<file path="config.mk">
export PLATFORM = sky130hd
export DESIGN_NAME = imem_loader_flat
export DESIGN_NICKNAME = d
export VERILOG_FILES = /design/src/rtl/imem_loader_if.sv /design/src/rtl/imem_loader.sv /design/src/flat_wrapper.sv
export SDC_FILE = /design/constraint.sdc
export NUM_CORES = 1
export LEC_CHECK = 0
export CORE_ASPECT_RATIO = 0.8
export CORE_MARGIN = 8
export CORE_UTILIZATION = 31
export CTS_BUF_LIST = sky130_fd_sc_hd__clkbuf_2
export CTS_CLUSTER_DIAMETER = 100
export DETAILED_ROUTE_END_ITERATION = 6
export PLACE_DENSITY = 0.5
export SETUP_SLACK_MARGIN = 0.4
export SYNTH_ARGS = -nofsm -noshare
export SYNTH_HDL_FRONTEND = slang
export SYNTH_SLANG_ARGS = --single-unit
</file>
<file path="constraint.sdc">
create_clock -name clk -period 7.38 [get_ports clk]
set_input_delay 0.738 -clock clk [delete_from_list [all_inputs] [get_ports clk]]
set_output_delay 0.738 -clock clk [all_outputs]
set_load 0.005 [all_outputs]
</file>
<file path="src/rtl/imem_loader_if.sv">
// Byte-stream input and instruction-memory write port of the boot loader.
// The loader sits on the slave side, and the byte source / memory sits on the master side.
interface imem_loader_if #(
  parameter int ADDR_W = 10
);
  logic              in_valid;
  logic [7:0]        in_data;
  logic              in_ready;
  logic              wr_en;
  logic [ADDR_W-1:0] wr_addr;
  logic [31:0]       wr_data;

  modport master (
    output in_valid, in_data,
    input  in_ready, wr_en, wr_addr, wr_data
  );

  modport slave (
    input  in_valid, in_data,
    output in_ready, wr_en, wr_addr, wr_data
  );
endinterface

</file>
<file path="src/rtl/imem_loader.sv">
// Boot-time instruction-memory loader: packs a big-endian byte stream into words and writes
// them until the halt word. Optional trailing checksum byte when LOADER_CHKSUM_EN is defined.
module imem_loader #(
  parameter int          ADDR_W    = 10,
  parameter logic [31:0] HALT_WORD = 32'hfc000000
) (
  input  logic            clk,
  input  logic            rst,
  input  logic            start,
  imem_loader_if.slave    bus,
  output logic            cpu_rst,
  output logic            busy,
  output logic            done,
  output logic            err,
  output logic [ADDR_W:0] word_count
);

  typedef enum logic [2:0] {
    IDLE  = 3'd0,
    RECV  = 3'd1,
    WRITE = 3'd2,
`ifdef LOADER_CHKSUM_EN
    CHK   = 3'd3,
`endif
    DONE  = 3'd4,
    ERR   = 3'd5
  } state_t;

  state_t            state;
  logic [ADDR_W-1:0] addr;
  logic [1:0]        byte_cnt;
  logic [23:0]       word;   // first three bytes of the word being assembled
`ifdef LOADER_CHKSUM_EN
  logic [7:0]        sum;
`endif

  // Loader FSM; every output is a register updated alongside the state.
  always_ff @(posedge clk or posedge rst) begin
    if (rst) begin
      state        <= IDLE;
      addr         <= '0;
      byte_cnt     <= 2'd0;
      word         <= 24'h000000;
`ifdef LOADER_CHKSUM_EN
      sum          <= 8'h00;
`endif
      bus.in_ready <= 1'b0;
      bus.wr_en    <= 1'b0;
      bus.wr_addr  <= '0;
      bus.wr_data  <= 32'h00000000;
      cpu_rst      <= 1'b1;
      busy         <= 1'b0;
      done         <= 1'b0;
      err          <= 1'b0;
      word_count   <= '0;
    end else begin
      bus.wr_en <= 1'b0;
      case (state)
        IDLE, DONE, ERR: begin
          if (start) begin
            state        <= RECV;
            addr         <= '0;
            byte_cnt     <= 2'd0;
`ifdef LOADER_CHKSUM_EN
            sum          <= 8'h00;
`endif
            bus.in_ready <= 1'b1;
            cpu_rst      <= 1'b1;
            busy         <= 1'b1;
            done         <= 1'b0;
            err          <= 1'b0;
            word_count   <= '0;
          end
        end
        RECV: begin
          if (bus.in_valid && bus.in_ready) begin
            word     <= {word[15:0], bus.in_data};
            byte_cnt <= byte_cnt + 2'd1;
`ifdef LOADER_CHKSUM_EN
            sum      <= sum + bus.in_data;
`endif
            if (byte_cnt == 2'd3) begin
              state        <= WRITE;
              bus.in_ready <= 1'b0;
              bus.wr_en    <= 1'b1;
              bus.wr_addr  <= addr;
              bus.wr_data  <= {word, bus.in_data};
            end
          end
        end
        WRITE: begin
          word_count <= word_count + 1'b1;
          if (bus.wr_data == HALT_WORD) begin
`ifdef LOADER_CHKSUM_EN
            state        <= CHK;
            bus.in_ready <= 1'b1;
`else
            state        <= DONE;
            busy         <= 1'b0;
            done         <= 1'b1;
            cpu_rst      <= 1'b0;
`endif
          end else if (addr == '1) begin
            // Memory full without a halt word: the last word is written, then fail.
            state <= ERR;
            busy  <= 1'b0;
            err   <= 1'b1;
          end else begin
            addr         <= addr + 1'b1;
            state        <= RECV;
            bus.in_ready <= 1'b1;
          end
        end
`ifdef LOADER_CHKSUM_EN
        CHK: begin
          if (bus.in_valid && bus.in_ready) begin
            bus.in_ready <= 1'b0;
            busy         <= 1'b0;
            if (8'(sum + bus.in_data) == 8'h00) begin
              state   <= DONE;
              done    <= 1'b1;
              cpu_rst <= 1'b0;
            end else begin
              state <= ERR;
              err   <= 1'b1;
            end
          end
        end
`endif
        default: begin
          state        <= IDLE;
          bus.in_ready <= 1'b0;
          busy         <= 1'b0;
          cpu_rst      <= 1'b1;
        end
      endcase
    end
  end

endmodule

</file>
<file path="src/flat_wrapper.sv">
// flat-port wrapper written by rule: the top's interface ports become plain ports
module imem_loader_flat 
#(
  parameter int          ADDR_W    = 10,
  parameter logic [31:0] HALT_WORD = 32'hfc000000
)
  (clk, rst, start, cpu_rst, busy, done, err, word_count, bus_in_valid, bus_in_data, bus_in_ready, bus_wr_en, bus_wr_addr, bus_wr_data);
  imem_loader_if #(.ADDR_W(ADDR_W)) bus_i ();
  input  logic clk;
  input  logic rst;
  input  logic start;
  output logic cpu_rst;
  output logic busy;
  output logic done;
  output logic err;
  output logic [ADDR_W:0] word_count;
  input wire logic [$bits(bus_i.in_valid)-1:0] bus_in_valid;
  input wire logic [$bits(bus_i.in_data)-1:0] bus_in_data;
  output wire logic [$bits(bus_i.in_ready)-1:0] bus_in_ready;
  output wire logic [$bits(bus_i.wr_en)-1:0] bus_wr_en;
  output wire logic [$bits(bus_i.wr_addr)-1:0] bus_wr_addr;
  output wire logic [$bits(bus_i.wr_data)-1:0] bus_wr_data;
  assign bus_i.in_valid = bus_in_valid;
  assign bus_i.in_data = bus_in_data;
  assign bus_in_ready = bus_i.in_ready;
  assign bus_wr_en = bus_i.wr_en;
  assign bus_wr_addr = bus_i.wr_addr;
  assign bus_wr_data = bus_i.wr_data;
  imem_loader #(.ADDR_W(ADDR_W), .HALT_WORD(HALT_WORD)) u_core (.clk(clk), .rst(rst), .start(start), .bus(bus_i), .cpu_rst(cpu_rst), .busy(busy), .done(done), .err(err), .word_count(word_count));
endmodule
</file>
Yosys cells after proc, flatten, opt, wreduce, memory -nomap -nowiden:

Cells that the tools add are included.

* bits in registers: 98
* bits in latches: 0
* bits in writable memories: 0
* bits in read-only memories: 0
* output and inout port bits: 59
* logic and storage cells: 83
* memories: 0

* $add $sub $neg: 3
* multipliers: 0
* divide/modulo/power cells: 0
* $lt $le $gt $ge: 0
* equality and inequality tests: 15
* shifts and indexed selects: 0
* multiplexer cells: 35
* bitwise logic cells: 1
* reductions and logical operators: 16

Operators with widths (count)
* == test 32 bit (second input constant): 1
* 2-to-1 mux 10 bit: 3
* one-hot mux 11 bit (2 select lines): 1
* one-hot mux 10 bit (2 select lines): 1
* AND reduction 3 bit: 6
* 2-to-1 mux 1 bit: 15
* 2-to-1 mux 3 bit: 5
* adder 11 x 1 -> 11 bit (second input constant): 1
* 2-to-1 mux 11 bit: 1
* adder 10 x 1 -> 10 bit (second input constant): 1
* == test 10 bit (second input constant): 1
* one-hot mux 1 bit (3 select lines): 3
* one-hot mux 3 bit (3 select lines): 1
* != test 2 x 1 -> 1 bit (second input constant): 4
* AND reduction 4 bit: 2
* == test 3 bit (second input constant): 2
* != test 2 bit (second input constant): 3
* AND reduction 5 bit: 1
* 2-to-1 mux 2 bit: 2
* one-hot mux 1 bit (2 select lines): 2
* one-hot mux 2 bit (2 select lines): 1
* AND reduction 2 bit: 2
* nonzero test 2 bit: 2
* == test 3 x 1 -> 1 bit (second input constant): 1
* other kinds (8): 8

Depth between registers and ports, before layout:

* depth after elaboration: 4
* mapped depth: 7

Worst setup path after synthesis:

OpenSTA, ideal clock, no wires.

* path type: in2reg
* start point: in bus_in_valid
* end point: reg u_core.bus.wr_addr[2]
* setup time: 0.125 ns
* arrival time: 1.747 ns
* required time: 7.255 ns
* path slack: 5.509 ns
* cell stages on the path: 6
* path through: and3_1 -> nor2b_1 -> and2_1 -> buf_6 -> buf_6 -> mux2_2

* cells in the longest elaborated chain, start to end: 2

Ends and longest elaborated chain
* from (decl): line flat_wrapper.sv:17 `input wire logic [$bits(bus_i.in_valid)-1:0] bus_in_valid;`
* logical AND 1 bit: line imem_loader.sv:76 `if (bus.in_valid && bus.in_ready) begin`
* AND reduction 3 bit (no line)
* to (signal assigned): line imem_loader.sv:86 `bus.wr_addr <= addr;`
* to (decl): line imem_loader_if.sv:20 `output in_ready, wr_en, wr_addr, wr_data`

No other way between the ends.
A chain may end at the register's enable or synchronous reset.

Worst setup path in the final report:

* start point: in bus_in_valid
* end point: reg u_core.bus.wr_addr[3]

Same word-level chain as after synthesis.

==> impl_metrics.json <==
{
  "finalSetupViolations": 0,
  "finalHoldViolations": 0,
  "cts-resized-gates": 0,
  "combPwrFrac_pct": 33.4,
  "synth_top_area_share_pct": 57.52,
  "r2r_slack_ns": 4.67,
  "maxCapViolCount": 0,
  "overflow": 0,
  "hold_path_startpoint": "u_core.word_count[10]",
  "ys_seq_elements": 98,
  "rows": 38,
  "fin_ws_ns": 4.633,
  "synth_area_sq_um": 4220,
  "async_flop_share_pct": 100.0,
  "layout-drive-gt1-share_pct": 21.88,
  "ys_warn_count": 0,
  "first_pass_iters": 5,
  "die_x_um": 146.5,
  "crit_path_top_delay_cell": "and2_2",
  "vias": 2765,
  "cp-end-kind": "flop",
  "clk_latency_ns": 0.55,
  "fin_setup_tns_ns": 0,
  "p_int_w": 0.001121,
  "ys_types": 49,
  "synth_nets": 334,
  "nets": 403,
  "r2r-end": "u_core.bus.wr_addr[3]",
  "port-buffer-count": 70,
  "worstHoldPathType": "flop to flop",
  "pwr-share-clk_pct": 13.1,
  "maxSlewHeadroom_pct": 19.28,
  "yosysSeqAreaShare_pct": 58.14,
  "synth_edf_count": 0,
  "fmax_ghz": 0.3640,
  "skew_ns": 0.02983,
  "synth.area.top_cells": "dfrtp_1 (58%), mux2_2 (15%), mux2_1 (2.9%)",
  "die_area_sq_um": 17630,
  "p_leak_nw": 2.153,
  "yosysMostFrequentCell": "dfrtp_1",
  "track_usage_pct": 11.30,
  "r2r_start": "u_core.state[2]",
  "hpwl_um": 6810,
  "p_sw_w": 0.0005055,
  "sequentialPowerShare_pct": 53.5,
  "pre_cts_slack_ns": 3.954,
  "cts_root_buffer": "clkbuf_2",
  "hold_buffers": 0,
  "crit_fanout": 43,
  "post_cts_buffers": 0,
  "drc": 0,
  "worstMarginPinSlew_ns": 1.201,
  "wirelength_um": 9513,
  "wl_per_cell_um": 16.57,
  "swShare_pct": 31.07,
  "grt_antenna_before_repair": 1,
  "die_h_um": 120.4,
  "min_to": "u_core.word_count[10]",
  "h-tree-depth": 3,
  "grt_pass1_vias": 2907,
  "ctsLongestPathBuffers": 2,
  "grt_max_degree": 59,
  "grt_pass1_wl_um": 16060,
  "gp_routability_congestion": 0.7409,
  "coreArea_sq_um": 13410,
  "yosys_most_used_dff": "dfrtp_1",
  "synthCells": 319,
  "max_stage_delay_ns": 0.91,
  "slew_viol_final": 0,
  "yosysTopAreaCell": "dfrtp_1",
  "first_iter_violations": 204,
  "cts.clk_slew.worst_paths_ns": 0.22,
  "cts_tree": "done",
  "period_share_pct": 37.23,
  "powerDensity_nw_per_um2": 316.3,
  "ir_drop_v": 0.0001006,
  "cts.sinks": 98,
  "cp.required_ns": 7.83,
  "worstSetupStartpointType": "primary input",
  "ant_nets": 0,
  "start_util_pct": 31.48,
  "hold_depth": 1,
  "criticalPathCategory": "primary input to flop",
  "ios": 71,
  "routed_via_density": 4.817,
  "cts_made_buffers": 9,
  "grt_setup_unrepaired": "false",
  "arrival_ns": 3.19,
  "fin_crit_ns": 2.747,
  "area_growth_pct": 21.85,
  "synth_common_cells": "dfrtp_1 (97), mux2_2 (55), nand2_1 (17)",
  "r2r_cells": 6,
  "status": "finished, final reports clean",
  "avgSynthCellArea_sq_um": 13.23,
  "cp_cell_sequence": "clkdlybuf4s50_1 > and3_1 > nor2b_2 > buf_4 > and2_2 > mux2_2"
}
==> how the worst max path moves through the flow <==
stage	startpoint	endpoint	slack (ns)	cells after the start
finish	bus_in_valid	u_core.bus.wr_addr[3]	4.63	6
CTS	u_core.state[2]	u_core.bus.wr_data[6]	4.56	6
floorplan	rst	u_core.addr[0]	4.08	1
global placement	bus_in_valid	u_core.bus.wr_data[27]	3.99	6
detailed placement	bus_in_valid	u_core.bus.wr_data[21]	3.95	6
global route	u_core.state[2]	u_core.bus.wr_data[6]	4.43	6
==> power by group through the flow <==
| stage | combinational [W] | sequential (W) | clock [W] |
|---|---|---|---|
| final | 0.000543 | 0.000870 | 0.000214 |
| after global routing | 0.000599 | 0.000903 | 0.000249 |
| after CTS | 0.000557 | 0.000876 | 0.000231 |
| after detailed placement | 0.000554 | 0.000888 | 0 |
| after global placement | 0.000547 | 0.000887 | 0 |
| after floorplan | 0.000279 | 0.000842 | 0 |
==> placed cells by master (no fill, tap or decap), drive strengths merged, types with 2 or more instances in the layout <==
master,Yosys,routed
ha,3,3
dfrtp,97,97
nor4,7,7
nor3,4,4
mux2,66,66
nand3,9,9
buf,11,2
o311ai,2,2
o211ai,6,6
nand2b,3,3
nor2,12,12
or4,2,2
a31oi,5,5
and2,4,4
mux2i,6,6
clkbuf,3,12
o31ai,3,3
o21ai,14,14
nand2,18,18
nor2b,4,4
inv,2,2
and3,5,5
clkdlybuf4s50,0,70
o21a,2,2
clkinv,0,3
nand4,8,8
a21oi,11,11
==> critical path: cells and delay by family <==
| family | cells | cell delay (ns) |
|---|---|---|
| and+or+nand+nor | 3 | 1.20 |
| muxes | 1 | 0.41 |
| buffers and inverters | 2 | 0.82 |
==> state kept, by name (all words and copies together), names as in the netlist, 2 cells and up <==
signal,cells
u_core.addr,10
u_core.word_count,11
u_core.byte_cnt,2
u_core.bus.wr_data,32
u_core.word,24
u_core.state,3
u_core.bus.wr_addr,10
==> cell families after synthesis <==
| group | count (synthesis) | share of synthesized area [%] |
|---|---|---|
| muxes | 72 | 19.03 |
| xor gates and xnor gates | 1 | 0.2076 |
| and+or+nand+nor | 80 | 10.17 |
| adders and majority gates | 3 | 0.8895 |
| buffers and inverters | 16 | 2.846 |
| DFF | 98 | 58.14 |
| AOI/OAI and AO/OA | 49 | 8.716 |
==> metrics by stage <==
| step | cell area, sq um | utilization (%) | total power, W | instances | hold slack (ns) |
|---|---|---|---|---|---|
| after CTS | 5140 | 38.34 | 0.001663 | 573 | 0.4979 |
| after global routing | 5142 | 38.35 | 0.001751 | 574 | 0.5056 |
| after global placement | 5061 | 37.75 | 0.001434 | 557 | 0.4616 |
| final | 5142 | 38.35 | 0.001627 | 574 | 0.4979 |
| after floorplan | 4220 | - | 0.001121 | 319 | 0.4550 |
| after detailed placement | 5061 | 37.75 | 0.001442 | 557 | 0.4690 |
==> layer usage <==
layer	global-route usage, %	vias to the layer above	wire (um)
li1	-	1306	-
met1	14.90	1398	4585
met2	17.38	53	4293
met3	4.033	8	529
met4	2.890	0	104
met5	0	-	0
==> final cells by class <==
type	count	area [sq um]
multi-input combinational	205	1657
fill	1313	8265
timing repair buffer	72	715.7
clock buffer	12	60.06
sequential	98	2454
inverter	2	10.01
tap	180	225.2
antenna	1	2.502
clock inverter	4	18.77
No activity file was read; power rests on OpenSTA's default activity.
